===== src/rtl/draw_point_fb_writer.sv =====
// ---------------------------------------------------------------------------
// draw_point_fb_writer
//
// Receives DrawPoint strobes, range-checks each point against the frame size,
// queues the points that are in range in a small FIFO and turns each queued
// point into a single-beat Avalon-MM write to frame-buffer memory.
//
// Ports
//   csi_clock_clk          block clock
//   rsi_reset_reset        synchronous reset, active-high
//   coe_dps_ul1Update      one-cycle strobe: point valid
//   coe_dps_ul9PosX/PosY   point coordinates
//   coe_dps_ul12Rgb12Data  pixel colour
//   coe_clear_counters     synchronous clear of both counters
//   avm_fb_*               Avalon-MM write master (word addressed, 16-bit data)
//   ul16DropCount          out-of-range points, saturating
//   ul16OverflowCount      points lost to a full FIFO, saturating
//   ul1Busy                FIFO non-empty or a write in progress
// ---------------------------------------------------------------------------
module draw_point_fb_writer #(
  parameter int FB_WIDTH   = 320,
  parameter int FB_HEIGHT  = 240,
  parameter int FB_BASE    = 0,
  parameter int ADDR_W     = 17,
  parameter int FIFO_DEPTH = 8
) (
  input  logic              csi_clock_clk,
  input  logic              rsi_reset_reset,
  input  logic              coe_dps_ul1Update,
  input  logic [8:0]        coe_dps_ul9PosX,
  input  logic [8:0]        coe_dps_ul9PosY,
  input  logic [11:0]       coe_dps_ul12Rgb12Data,
  input  logic              coe_clear_counters,
  output logic [ADDR_W-1:0] avm_fb_address,
  output logic              avm_fb_write,
  output logic [15:0]       avm_fb_writedata,
  output logic [1:0]        avm_fb_byteenable,
  input  logic              avm_fb_waitrequest,
  output logic [15:0]       ul16DropCount,
  output logic [15:0]       ul16OverflowCount,
  output logic              ul1Busy
);

  localparam int PTR_W   = (FIFO_DEPTH > 1) ? $clog2(FIFO_DEPTH) : 1;
  localparam int CNT_W   = PTR_W + 1;
  localparam int ENTRY_W = 30;  // {x[8:0], y[8:0], rgb[11:0]}

  localparam logic [31:0] WIDTH_U  = 32'(FB_WIDTH);
  localparam logic [31:0] HEIGHT_U = 32'(FB_HEIGHT);

  typedef enum logic {
    ST_IDLE,
    ST_WRITE
  } state_t;

  state_t              state_q, state_d;
  logic [PTR_W-1:0]    wr_ptr_q, wr_ptr_d;
  logic [PTR_W-1:0]    rd_ptr_q, rd_ptr_d;
  logic [CNT_W-1:0]    count_q, count_d;
  logic [ADDR_W-1:0]   addr_q, addr_d;
  logic [15:0]         data_q, data_d;
  logic [15:0]         drop_q, drop_d;
  logic [15:0]         ovf_q, ovf_d;
  logic [ENTRY_W-1:0]  fifo_mem_q [FIFO_DEPTH];

  logic                in_range;
  logic                fifo_full;
  logic                fifo_empty;
  logic                push;
  logic                pop;
  logic [ENTRY_W-1:0]  push_entry;
  logic [ENTRY_W-1:0]  head;
  logic [8:0]          head_x;
  logic [8:0]          head_y;
  logic [11:0]         head_rgb;
  logic [ADDR_W-1:0]   head_addr;

  always_comb begin
    in_range   = (32'(coe_dps_ul9PosX) < WIDTH_U) && (32'(coe_dps_ul9PosY) < HEIGHT_U);
    // Fullness is judged on the count at the start of the cycle, so a pop in
    // the same cycle never makes room for the incoming point.
    fifo_full  = (count_q == CNT_W'(FIFO_DEPTH));
    fifo_empty = (count_q == '0);
    push       = coe_dps_ul1Update && in_range && !fifo_full;
    push_entry = {coe_dps_ul9PosX, coe_dps_ul9PosY, coe_dps_ul12Rgb12Data};

    head       = fifo_mem_q[rd_ptr_q];
    head_x     = head[29:21];
    head_y     = head[20:12];
    head_rgb   = head[11:0];
    // Modular arithmetic in ADDR_W bits gives the same LSBs as a full-width
    // sum truncated afterwards; the multiply is by a constant.
    head_addr  = ADDR_W'(FB_BASE) + ADDR_W'(head_y) * ADDR_W'(FB_WIDTH) + ADDR_W'(head_x);
  end

  // Next-state / datapath
  always_comb begin
    state_d  = state_q;
    wr_ptr_d = wr_ptr_q;
    rd_ptr_d = rd_ptr_q;
    count_d  = count_q;
    addr_d   = addr_q;
    data_d   = data_q;
    drop_d   = drop_q;
    ovf_d    = ovf_q;
    pop      = 1'b0;

    case (state_q)
      ST_IDLE: begin
        if (!fifo_empty) begin
          pop     = 1'b1;
          state_d = ST_WRITE;
        end
      end
      ST_WRITE: begin
        if (!avm_fb_waitrequest) begin
          // Beat completes; chain straight into the next entry if one waits.
          if (!fifo_empty) begin
            pop = 1'b1;
          end else begin
            state_d = ST_IDLE;
          end
        end
      end
      default: state_d = ST_IDLE;
    endcase

    if (pop) begin
      addr_d   = head_addr;
      data_d   = {4'h0, head_rgb};
      rd_ptr_d = rd_ptr_q + 1'b1;
    end
    if (push) begin
      wr_ptr_d = wr_ptr_q + 1'b1;
    end
    case ({push, pop})
      2'b10:   count_d = count_q + 1'b1;
      2'b01:   count_d = count_q - 1'b1;
      default: count_d = count_q;
    endcase

    // Range check has priority over the full check.
    if (coe_dps_ul1Update) begin
      if (!in_range) begin
        if (drop_q != 16'hFFFF) drop_d = drop_q + 16'd1;
      end else if (fifo_full) begin
        if (ovf_q != 16'hFFFF) ovf_d = ovf_q + 16'd1;
      end
    end
    if (coe_clear_counters) begin
      drop_d = '0;
      ovf_d  = '0;
    end
  end

  always_ff @(posedge csi_clock_clk) begin
    if (rsi_reset_reset) begin
      state_q  <= ST_IDLE;
      wr_ptr_q <= '0;
      rd_ptr_q <= '0;
      count_q  <= '0;
      addr_q   <= '0;
      data_q   <= '0;
      drop_q   <= '0;
      ovf_q    <= '0;
    end else begin
      state_q  <= state_d;
      wr_ptr_q <= wr_ptr_d;
      rd_ptr_q <= rd_ptr_d;
      count_q  <= count_d;
      addr_q   <= addr_d;
      data_q   <= data_d;
      drop_q   <= drop_d;
      ovf_q    <= ovf_d;
    end
  end

  // Storage needs no reset: pointers and count define which entries are live.
  always_ff @(posedge csi_clock_clk) begin
    if (push) begin
      fifo_mem_q[wr_ptr_q] <= push_entry;
    end
  end

  assign avm_fb_address    = addr_q;
  assign avm_fb_write      = (state_q == ST_WRITE);
  assign avm_fb_writedata  = data_q;
  assign avm_fb_byteenable = 2'b11;
  assign ul16DropCount     = drop_q;
  assign ul16OverflowCount = ovf_q;
  assign ul1Busy           = (state_q != ST_IDLE) || !fifo_empty;

endmodule


===== config.mk =====
export PLATFORM = sky130hd
export DESIGN_NAME = draw_point_fb_writer
export DESIGN_NICKNAME = d
export VERILOG_FILES = /design/src/rtl/draw_point_fb_writer.sv
export SDC_FILE = /design/constraint.sdc
export NUM_CORES = 1
export LEC_CHECK = 0
export ABC_AREA = 1
export CAP_MARGIN = 15
export CORE_AREA = 2 2 176 178
export DETAILED_ROUTE_END_ITERATION = 10
export DIE_AREA = 0 0 178 180
export MAX_ROUTING_LAYER = met4
export SLEW_MARGIN = 20
export SYNTH_ARGS = -nofsm -noshare
export SYNTH_HDL_FRONTEND = slang
export SYNTH_SLANG_ARGS = --single-unit

===== constraint.sdc =====
create_clock -name csi_clock_clk -period 4.1 [get_ports csi_clock_clk]
set_clock_uncertainty 0.2 [all_clocks]
set_input_delay 0.615 -clock csi_clock_clk [delete_from_list [all_inputs] [get_ports csi_clock_clk]]
set_output_delay 0.615 -clock csi_clock_clk [all_outputs]
set_load 0.05 [all_outputs]

==> impl_metrics.tcl <==
set metrics [dict create \
    status "completed" \
    synthesis.area_mm2 0.0134 \
    setup_violations 0 \
    die_h_um 180 \
    finalNetCount 1442 \
    first_global_vias 9258 \
    final_layout_size_suffix_gt1_frac 0.0867 \
    r2r_setup_slack_ns 0.45 \
    cts_setup_buffers 0 \
    antenna_found_initial 0 \
    fin_tns_setup_ns 0 \
    cts_tree "yes" \
    diodes 0 \
    yosys_warnings 0 \
    crit_chain "inv_2 -> o21ai_0 -> o22ai_1 -> nor2_1 -> a31oi_1 -> ha_1 -> ha_1 -> fa_1 -> nand2_1 -> nor2_1 -> nand2_1 -> a21oi_1 -> nand3_1 -> o21ai_0 -> nand3_1 -> nand2_1 -> inv_1" \
    grt_use_total 0.208 \
    synth_xor_area_frac 0.0163 \
    r2r_cells 17 \
    regToRegEndpoint "avm_fb_address[15]" \
    cp-start-kind "flop" \
    synth_seq_cells 315 \
    crit_end "avm_fb_address[15]" \
    syn_inst 1267 \
    timing.critical_path.slowest_cell_delay_ns 0.56 \
    holdBufCountCts 0 \
    max_slew_margin 0.563 \
    timing.final.crit_share 0.891 \
    synth_cell_types 37 \
    worstMarginPinSlew_ns 0.655 \
    syn2layout_area_growth_pct 20.8 \
    path_depth 17 \
    cp_common_cell "nand2_1" \
    via_per_inst 5.23 \
    worst-endpoint-required_ns 4.31 \
    synth.avg_cell_area_um2 10.6 \
    crit_type "flop to flop" \
    grt_max_degree 61 \
    design.portCount 104 \
    finalHoldViolCount 0 \
    final_util 0.536 \
    synth_compound_area_frac 0.114 \
    p_per_area_mw_per_mm2 702 \
    yosys.area_share.simple 0.141 \
    vias 9427 \
    cts_sinks 315 \
    cts.reportedPaths.clkPinSlew_ns 0.06 \
    worst_setup_path_end_kind "flop" \
    cp.arrival_ns 3.87 \
    min_period_ns 3.65 \
    synth_top_family_by_area "simple AND/OR/NAND/NOR gates" \
    drc 0 \
    fp-row-count 64 \
    die_w_um 178 \
    final_area_mm2 0.0162 \
    grt_first_pass_wirelength_um 50600 \
    hpwl_um 19500 \
    cp.buffers_inverters 2 \
    cts-htree-levels 2 \
    seq_area_frac_synth 0.650 \
    report.power.total_mw 11.4 \
    synth_edf_count 240 \
    overflow 0 \
    synth_mux_area_frac 0 \
    dieArea_mm2 0.0320 \
    insertion_delay_ns 0.52 \
    clockRootBuffer "clkbuf_16" \
    rsz0062_at_grt "false" \
    post_dp_cell_area_mm2 0.0150 \
    drt_iter0_markers 789 \
    start_util 0.444 \
    synthAdderAreaFrac 0.0269 \
    slowest_stage "fa_1" \
    wl_per_cell_um 17.6 \
    min-delay-path-class "flop to flop" \
    gp_congestion 0.842 \
    fmax_mhz 274 \
    maxSlewViolCount 0 \
    drtAntennaViolNets 0 \
    path_delay_family "adder cells" \
    cts_buffer_depth 3 \
    maxCapViolations 0 \
    nFillCells 2602 \
    drt-total-wl_um 31700 \
    postSynth.asyncResetShare 0 \
    dr.pass1.iters 5 \
    crit_fanout 21 \
    portBuffers 97 \
    p_leak_nw 5.79 \
    ys.flop_type "edfxtp_1" \
    cts_buffers 35 \
    cts_resized 0 \
    core_area_mm2 0.0302 \
    ir_drop_mv 0.319 \
]
[worst reg2reg max path, stage by stage, from the launching register on]
cell     delay [ns]
dfxtp_2        0.38
inv_2          0.31
o21ai_0        0.18
o22ai_1        0.14
nor2_1         0.06
a31oi_1        0.28
ha_1           0.29
ha_1           0.22
fa_1           0.56
nand2_1        0.07
nor2_1         0.09
nand2_1        0.07
a21oi_1        0.20
nand3_1        0.13
o21ai_0        0.16
nand3_1        0.09
nand2_1        0.07
inv_1          0.03
[sequential cells by signal, summed over array words and instances (netlist names), named ones only]
name,flops
count_q,4
avm_fb_address,17
wr_ptr_q,3
avm_fb_writedata,12
ul16OverflowCount,16
fifo_mem_q,240
avm_fb_write,1
ul16DropCount,16
rd_ptr_q,3
[where the power goes]
group / internal (mW) / switching (mW) / leakage, nW
logic: 1.50 / 2.87 / 2.42
registers: 3.63 / 0.133 / 2.78
clock network: 2.00 / 1.24 / 0.595
total: 7.12 / 4.25 / 5.79
[layer usage]
layer	track usage	part of all wire	routed length, µm	vias to the layer above
li1	-	-	-	4625
met4	0.0436	0.016	497	0
met2	0.328	0.47	14900	235
met1	0.285	0.46	14700	4525
met3	0.0332	0.050	1600	42
met5	-	0	0	-
[logic make-up after synthesis]
logic type	Yosys count
XOR/XNOR	25
AND/OR/NAND/NOR	454
other	2
buffers and inverters	160
adder cells (fa/ha/maj)	27
flip-flops	315
AO/OA/AOI/OAI	284
[cells in the mapped netlist, types with 11 or more instances]
master      n  area (µm²)
nor2_1    202         758
xor2_1     16         140
nand3_1    39         195
inv_1      91         342
a21oi_1    41         205
clkbuf_1   30         113
o22ai_1    49         307
nor3_1     17        85.1
o21ai_1    11        55.1
dfxtp_1    75        1500
a31oi_1    29         181
o21ai_0   151         756
edfxtp_1  240        7210
ha_1       24         300
buf_2      20         100
nand2_1   169         634
[cells in the final DEF, fill, tap and decap left out, types with 36 or more instances in the layout]
master	n
edfxtp_1	240
nor2_1	194
nand2_1	169
o21ai_0	151
clkdlybuf4s50_1	97
inv_1	91
dfxtp_1	73
o22ai_1	49
a21oi_1	41
nand3_1	39
clkbuf_16	37
buf_4	36
[area by class of cell]
class	count	area [µm²]	share of cell area
sequential	315	8710	0.538
timing repair buffer	138	1340	0.0829
clock inverter	16	193	0.0119
clock buffer	48	1020	0.0628
multi-input combinational	796	4080	0.252
inverter	94	353	0.0218
tap	396	495	0.0306
[worst min path at each step]
stage,depth (start not counted),from,to
2_1_floorplan,1,rd_ptr_q[2],flop
3_3_place_gp,1,rd_ptr_q[2],flop
3_5_place_dp,1,rd_ptr_q[2],rd_ptr_q[2]
4_1_cts,1,rd_ptr_q[2],rd_ptr_q[2]
5_1_grt,1,rd_ptr_q[2],flop
6_report,1,rd_ptr_q[2],flop
[metrics by stage]
step,setup slack (ns),instances,hold slack (ns)
global placement,0.499,1739,0.225
floorplan,0.742,1271,0.212
detailed placement,0.443,1739,0.235
finish,0.445,1803,0.241
CTS,0.461,1803,0.244
global route,0.109,1803,0.265
No activity file was read; power rests on OpenSTA's default activity.
